$ cat src/rtl/mixer_multichan_if.sv
// ZX-Uno register bus seen by the multichannel mixer.
// master: CPU side (addr, strobes, din); slave: mixer (dout, oe_n).
interface mixer_multichan_if;
   logic [7:0] zxuno_addr;
   logic       zxuno_regrd;
   logic       zxuno_regwr;
   logic [7:0] din;
   logic [7:0] dout;
   logic       oe_n;

   modport master (
      output zxuno_addr, zxuno_regrd, zxuno_regwr, din,
      input  dout, oe_n
   );

   modport slave (
      input  zxuno_addr, zxuno_regrd, zxuno_regwr, din,
      output dout, oe_n
   );
endinterface

$ cat src/rtl/mixer_multichan.sv
// NCHAN-channel audio mixer: per-channel volume/mute registers,
// one-channel-per-clock MAC, output saturation and 1-bit sigma-delta DAC.
// Ports: clk, rst_n (sync, active low); bus (ZX-Uno regs, slave);
//   ch_in (NCHAN packed samples), sample_tick (frame start);
//   mix_out/mix_valid (last mix + update pulse); audio_out (bitstream).
module mixer_multichan #(
   parameter int         NCHAN   = 4,
   parameter int         WIDTH   = 8,
   parameter int         VOLBITS = 4,
   parameter logic [7:0] REGBASE = 8'hF8
) (
   input  logic                   clk,
   input  logic                   rst_n,
   mixer_multichan_if.slave       bus,
   input  logic [NCHAN*WIDTH-1:0] ch_in,
   input  logic                   sample_tick,
   output logic [WIDTH-1:0]       mix_out,
   output logic                   mix_valid,
   output logic                   audio_out
);

   localparam int         IW  = $clog2(NCHAN);
   localparam int         PW  = WIDTH + VOLBITS;
   localparam int         AW  = PW + IW;
   localparam logic [7:0] NC8 = 8'(NCHAN);

   typedef enum logic [1:0] {IDLE, ACC, DONE} state_t;

   state_t state_q, state_d;

   logic [VOLBITS-1:0] vol_q  [NCHAN];
   logic               mute_q [NCHAN];
   logic               overrun_q;

   logic [WIDTH-1:0]   ch_s   [NCHAN];
   logic [VOLBITS-1:0] vol_s  [NCHAN];
   logic               mute_s [NCHAN];
   logic [IW-1:0]      idx_q;
   logic [AW-1:0]      acc_q;
   logic [WIDTH:0]     sd_q;

   logic [7:0]       off;
   logic             in_rng;
   logic             sel_st;
   logic             st_wr;
   logic [IW-1:0]    ci;
   logic [7:0]       rd_ch;

   logic             tick_go;
   logic             ovr_set;
   logic             mix_load;
   logic [PW-1:0]    term;
   logic [WIDTH-1:0] sat_v;

   // only din[7] and the volume field are stored
   wire unused_din = ^bus.din;

   // ---------------- register file ----------------
   assign off    = bus.zxuno_addr - REGBASE;
   assign in_rng = (bus.zxuno_addr >= REGBASE) && (off <= NC8);
   assign sel_st = (off == NC8);
   assign st_wr  = bus.zxuno_regwr && (bus.zxuno_addr == REGBASE + NC8);
   assign ci     = off[IW-1:0];

   always_ff @(posedge clk) begin
      if (!rst_n) begin
         for (int i = 0; i < NCHAN; i++) begin
            vol_q[i]  <= '1;
            mute_q[i] <= 1'b0;
         end
      end else if (bus.zxuno_regwr) begin
         for (int i = 0; i < NCHAN; i++) begin
            if (bus.zxuno_addr == REGBASE + 8'(i)) begin
               mute_q[i] <= bus.din[7];
               vol_q[i]  <= bus.din[VOLBITS-1:0];
            end
         end
      end
   end

   // a tick landing with a status write wins: the overrun stays visible
   always_ff @(posedge clk) begin
      if (!rst_n)       overrun_q <= 1'b0;
      else if (ovr_set) overrun_q <= 1'b1;
      else if (st_wr)   overrun_q <= 1'b0;
   end

   always_comb begin
      rd_ch              = '0;
      rd_ch[7]           = mute_q[ci];
      rd_ch[VOLBITS-1:0] = vol_q[ci];
   end

   always_comb begin
      bus.dout = 8'h00;
      bus.oe_n = 1'b1;
      if (bus.zxuno_regrd && in_rng) begin
         bus.oe_n = 1'b0;
         bus.dout = sel_st ? {7'b0, overrun_q} : rd_ch;
      end
   end

   // ---------------- frame FSM ----------------
   always_ff @(posedge clk) begin
      if (!rst_n) state_q <= IDLE;
      else        state_q <= state_d;
   end

   always_comb begin
      state_d = state_q;
      unique case (state_q)
         IDLE:    if (sample_tick) state_d = ACC;
         ACC:     if (idx_q == IW'(NCHAN - 1)) state_d = DONE;
         DONE:    state_d = IDLE;
         default: state_d = IDLE;
      endcase
   end

   always_comb begin
      tick_go  = (state_q == IDLE) && sample_tick;
      ovr_set  = (state_q != IDLE) && sample_tick;
      mix_load = (state_q == DONE);
      term     = mute_s[idx_q] ? '0
               : PW'(ch_s[idx_q]) * PW'(vol_s[idx_q]);
      // acc>>VOLBITS overflows WIDTH iff any bit above PW-1 is set
      sat_v    = (|acc_q[AW-1:PW]) ? '1 : acc_q[PW-1:VOLBITS];
   end

   // ---------------- datapath ----------------
   always_ff @(posedge clk) begin
      if (!rst_n) begin
         idx_q     <= '0;
         acc_q     <= '0;
         mix_out   <= '0;
         mix_valid <= 1'b0;
         sd_q      <= '0;
         for (int i = 0; i < NCHAN; i++) begin
            ch_s[i]   <= '0;
            vol_s[i]  <= '0;
            mute_s[i] <= 1'b0;
         end
      end else begin
         mix_valid <= mix_load;
         if (tick_go) begin
            acc_q <= '0;
            idx_q <= '0;
            for (int i = 0; i < NCHAN; i++) begin
               ch_s[i]   <= ch_in[i*WIDTH +: WIDTH];
               vol_s[i]  <= vol_q[i];
               mute_s[i] <= mute_q[i];
            end
         end else if (state_q == ACC) begin
            acc_q <= acc_q + AW'(term);
            idx_q <= idx_q + 1'b1;
         end
         if (mix_load) mix_out <= sat_v;
         sd_q <= {1'b0, sd_q[WIDTH-1:0]} + {1'b0, mix_out};
      end
   end

   assign audio_out = sd_q[WIDTH];

endmodule

$ cat src/flat_wrapper.sv
// flat-port wrapper written by rule: the top's interface ports become plain ports
module mixer_multichan_flat 
#(
   parameter int         NCHAN   = 4,
   parameter int         WIDTH   = 8,
   parameter int         VOLBITS = 4,
   parameter logic [7:0] REGBASE = 8'hF8
)
  (clk, rst_n, ch_in, sample_tick, mix_out, mix_valid, audio_out, bus_zxuno_addr, bus_zxuno_regrd, bus_zxuno_regwr, bus_din, bus_dout, bus_oe_n);
  mixer_multichan_if bus_i ();
  input  logic clk;
  input  logic rst_n;
  input  logic [NCHAN*WIDTH-1:0] ch_in;
  input  logic sample_tick;
  output logic [WIDTH-1:0] mix_out;
  output logic mix_valid;
  output logic audio_out;
  input wire logic [$bits(bus_i.zxuno_addr)-1:0] bus_zxuno_addr;
  input wire logic [$bits(bus_i.zxuno_regrd)-1:0] bus_zxuno_regrd;
  input wire logic [$bits(bus_i.zxuno_regwr)-1:0] bus_zxuno_regwr;
  input wire logic [$bits(bus_i.din)-1:0] bus_din;
  output wire logic [$bits(bus_i.dout)-1:0] bus_dout;
  output wire logic [$bits(bus_i.oe_n)-1:0] bus_oe_n;
  assign bus_i.zxuno_addr = bus_zxuno_addr;
  assign bus_i.zxuno_regrd = bus_zxuno_regrd;
  assign bus_i.zxuno_regwr = bus_zxuno_regwr;
  assign bus_i.din = bus_din;
  assign bus_dout = bus_i.dout;
  assign bus_oe_n = bus_i.oe_n;
  mixer_multichan #(.NCHAN(NCHAN), .WIDTH(WIDTH), .VOLBITS(VOLBITS), .REGBASE(REGBASE)) u_core (.clk(clk), .rst_n(rst_n), .bus(bus_i), .ch_in(ch_in), .sample_tick(sample_tick), .mix_out(mix_out), .mix_valid(mix_valid), .audio_out(audio_out));
endmodule
$ cat config.mk
export PLATFORM = sky130hd
export DESIGN_NAME = mixer_multichan_flat
export DESIGN_NICKNAME = d
export VERILOG_FILES = /design/src/rtl/mixer_multichan_if.sv /design/src/rtl/mixer_multichan.sv /design/src/flat_wrapper.sv
export SDC_FILE = /design/constraint.sdc
export NUM_CORES = 1
export LEC_CHECK = 0
export BUFFER_PORTS_ARGS = -buffer_cell sky130_fd_sc_hd__buf_4
export CORE_ASPECT_RATIO = 1.75
export CORE_MARGIN = 1
export CORE_UTILIZATION = 50
export CTS_CLUSTER_DIAMETER = 40
export DETAILED_ROUTE_END_ITERATION = 16
export PLACE_DENSITY = 0.7
export SYNTH_ARGS = -nofsm -noshare
export SYNTH_HDL_FRONTEND = slang
export SYNTH_SLANG_ARGS = --single-unit
$ cat constraint.sdc
create_clock -name clk -period 11 [get_ports clk]
set_input_delay 1.65 -clock clk [delete_from_list [all_inputs] [get_ports clk]]
set_output_delay 1.65 -clock clk [all_outputs]
set_load 0.02 [all_outputs]
==> impl_metrics.csv <==
group,metric,value,unit
clock_tree,cts_hold_buffers,0,
floorplan,core,0.0125,mm2
grt,gr-total-overflow,0,
clock_tree,post_cts_buffers,0,
finish,fin_nets,764,
grt,grtUsageTotal,21.1,%
finish,instances_no_fill,832,
routing,dr.pass1.iters,4,
routing,vias_per_cell,5.49,
worst_hold_path,holdPathStages,2,
timing,period_needed,5950,ps
critical_path,critPathCaptureType,"register",
critical_path,critical_path.max_fanout,13,
power_and_ir_drop,power.total,0.998,mW
finish,fillers,1058,
critical_path,worstReg2RegEnd,"u_core.acc_q[13]",
timing,clock.fmax,168,MHz
critical_path,critPathTopFamily,"adder cells",
timing,setup_ws,5050,ps
timing,grt_setup_unrepaired,"no",
floorplan,dieWidth,87.8,um
clock_tree,cts_tree,"built",
clock_tree,cts-resized-gates,0,
timing,setup_viol,0,
grt,grt_pass1_vias,4732,
critical_path,crit_arrival,6230,ps
power_and_ir_drop,pwr_density_cell,135,mW/mm2
timing,maxSlewViolCount,0,
timing,max_slew.worst_pin.slew,1030,ps
run,max_cap_violations,0,
finish,antenna_cells,0,
logic_synthesis,async_reset_ff_share,0,%
logic_synthesis,synthTopCellsByCount,"and2_1 (77), edfxtp_1 (66), dfxtp_1 (45)",
logic_synthesis,synth_ff_type,"edfxtp_1",
placement,place_ws,4990,ps
timing,skew,11.9,ps
routing,final_antenna_net_count,0,
critical_path,rrSetupSlack,5050,ps
critical_path,cp.required,11280,ps
critical_path,cp_common_cell,"o21ai_0",
placement,routabilityCongestion,0.843,
routing,wire_per_inst,15.6,um
clock_tree,cts_sinks,111,
critical_path,crit_slowest_cell,"dfxtp_1",
worst_hold_path,min_from,"u_core.acc_q[2]",
placement,numPortBuffers,65,
clock_tree,cts_root_buf,"clkbuf_16",
logic_synthesis,synth-edff-count,66,
clock_tree,clockBufferDepth,2,
grt,antenna_found_initial,0,
logic_synthesis,synth.most_common_cell,"and2_1",
clock_tree,clk_pin_slew,80,ps
critical_path,worstSetupPathType,"register to register",
logic_synthesis,yosysTopAreaCell,"edfxtp_1",
logic_synthesis,synth_seq_cells,111,
floorplan,dieArea,0.0134,mm2
logic_synthesis,yosys.cell_types.count,54,
logic_synthesis,synthTopCellsByArea,"edfxtp_1 (31%), dfxtp_1 (14%), and2_1 (7.5%), ha_1 (7.4%), mux4_2 (6.3%)",
timing,setup_tns,0,ps
worst_hold_path,whs_endpoint,"u_core.acc_q[2]",
routing,routed_wl,13000,um
logic_synthesis,postSynthAreaPerCell,10.7,um2
power_and_ir_drop,leakage,3.07,nW
clock_tree,cts_buffers,9,
critical_path,crit_chain,"mux4_2 -> and2_1 -> fa_1 -> inv_1 -> fa_1 -> inv_1 -> ha_1 -> o21ai_0 -> o21ai_0 -> a31oi_1 -> xor2_1 -> nor2_1 -> ha_1 -> nand2_1 -> o21ai_0 -> a211oi_1 -> or3_1 -> a21oi_1",
critical_path,critPathLaunchType,"register",
routing,dr_total_vias,4571,
logic_synthesis,synth_top_area_share,30.7,%
logic_synthesis,ys_seq_area_share,44.7,%
timing,min_period_over_period,54.1,%
timing,finalHoldViolCount,0,
critical_path,cp_num_buf_inv,2,
critical_path,ff2ff_path_depth,18,
placement,place_hpwl,9870,um
grt,grt_max_degree,67,
logic_synthesis,synth_area,0.00645,mm2
placement,placed_cells,816,
critical_path,critPathMaxStageDelay,930,ps
grt,grt_pass1_wl,21800,um
clock_tree,clkLatencyLatePin,360,ps
floorplan,die_h,152,um
floorplan,initial_utilization,51.6,%
floorplan,num_rows,54,
power_and_ir_drop,ir_drop,0.0856,mV
logic_synthesis,ys_warn_count,0,
routing,drc,0,
finish,drive_above_1_share,18.7,%
floorplan,io_pins,72,
routing,drtIter0Drc,170,
timing,relSlewSlack,31.3,%
worst_hold_path,hold_path.class,"register to register",
run_status,status,"completed",
logic_synthesis,syn_inst,602,
finish,area_delta_synth_final,14.2,%
clock_tree,htree_levels,3,
[how the worst max path moves through the flow]
stage              from                to  slack, ps  depth (start not counted)
2_1_floorplan  register  u_core.acc_q[13]       5830                         18
3_3_place_gp   register  u_core.acc_q[13]       5130                         18
3_5_place_dp   register  u_core.acc_q[13]       4990                         18
4_1_cts        register  u_core.acc_q[13]       4960                         18
5_1_grt        register  u_core.acc_q[13]       4470                         18
6_report       register  u_core.acc_q[13]       5050                         18
[cells by family (layout without fill, tap and decap cells)]
logic type	after synthesis	after routing	share of synthesized area, %
flip-flops	111	111	44.7
other	1	3	0.0582
multiplexers	26	26	7.53
buffers and inverters	52	112	3.38
AO/OA/AOI/OAI	109	109	10.8
XOR/XNOR	10	10	1.36
AND/OR/NAND/NOR	241	241	20.4
adder cells (fa/ha/maj)	52	52	11.7
[per-stage QoR]
| stage | hold WS (ps) | utilization (%) | instance area (um2) |
|---|---|---|---|
| after global placement | 443 | 56.5 | 7060 |
| after CTS | 466 | 58.9 | 7360 |
| final | 465 | 58.9 | 7360 |
| after global routing | 491 | 58.9 | 7360 |
| after detailed placement | 457 | 56.5 | 7060 |
| after floorplan | 436 | - | 6450 |
[power by group]
part | total [mW] | internal, mW | switching [mW]
Combinational | 0.189 | 0.0816 | 0.107
Clock | 0.330 | 0.163 | 0.167
Sequential | 0.478 | 0.466 | 0.0124
Total | 0.998 | 0.711 | 0.287
[final cells by class]
class	instances	area, um2	area share (%)
clock buffers	9	225	3.06
clock inverters	7	77.6	1.05
inverters	28	105	1.43
multi-input cells	441	3350	45.5
flip-flops and latches	111	2880	39.1
well taps	168	210	2.85
repair buffers	68	510	6.93
[metal layers]
layer / GRT usage [%] / up-vias / wire, um / part of all wire [%]
met2: 39.3 / 80 / 7380 / 57
li1: - / 2256 / - / -
met3: 3.36 / 29 / 318 / 2.4
met1: 22.8 / 2206 / 4890 / 38
met5: 0 / - / 0 / 0
met4: 8.74 / 0 / 388 / 3.0
[worst register-to-register path: stages, from the launching register on]
cell	delay [ps]
dfxtp_1	930
mux4_2	710
and2_1	200
fa_1	530
inv_1	60
fa_1	530
inv_1	40
ha_1	320
o21ai_0	440
o21ai_0	190
a31oi_1	230
xor2_1	190
nor2_1	90
ha_1	390
nand2_1	90
o21ai_0	320
a211oi_1	120
or3_1	360
a21oi_1	140
[flip-flops by register name, indices dropped and copies added, names as in the netlist, named ones only]
signal            flops
u_core.overrun_q      1
u_core.vol_s         16
u_core.state_q        2
u_core.acc_q         14
u_core.idx_q          2
u_core.sd_q           9
u_core.mix_valid      1
u_core.mix_out        8
u_core.ch_s          32
u_core.vol_q         16
u_core.mute_s         4
u_core.mute_q         4
[cell usage in the layout, fill, tap and decap left out, types with 9 or more instances in the layout]
master     netlist  layout
nand2_1         41      41
nor2_1          40      40
a211oi_1        12      12
or2_2           14      14
fa_1            14      14
ha_1            38      38
nor3_1          11      11
clkbuf_16        0       9
mux4_2          18      18
o22ai_1          9       9
and2_1          77      77
inv_1           27      27
buf_4            5      68
dfxtp_1         45      45
edfxtp_1        66      66
nand2b_1        10      10
o21ai_0         25      25
a21oi_1         29      29
nor2b_1         12      12
Power figures use the tool's default switching activity.
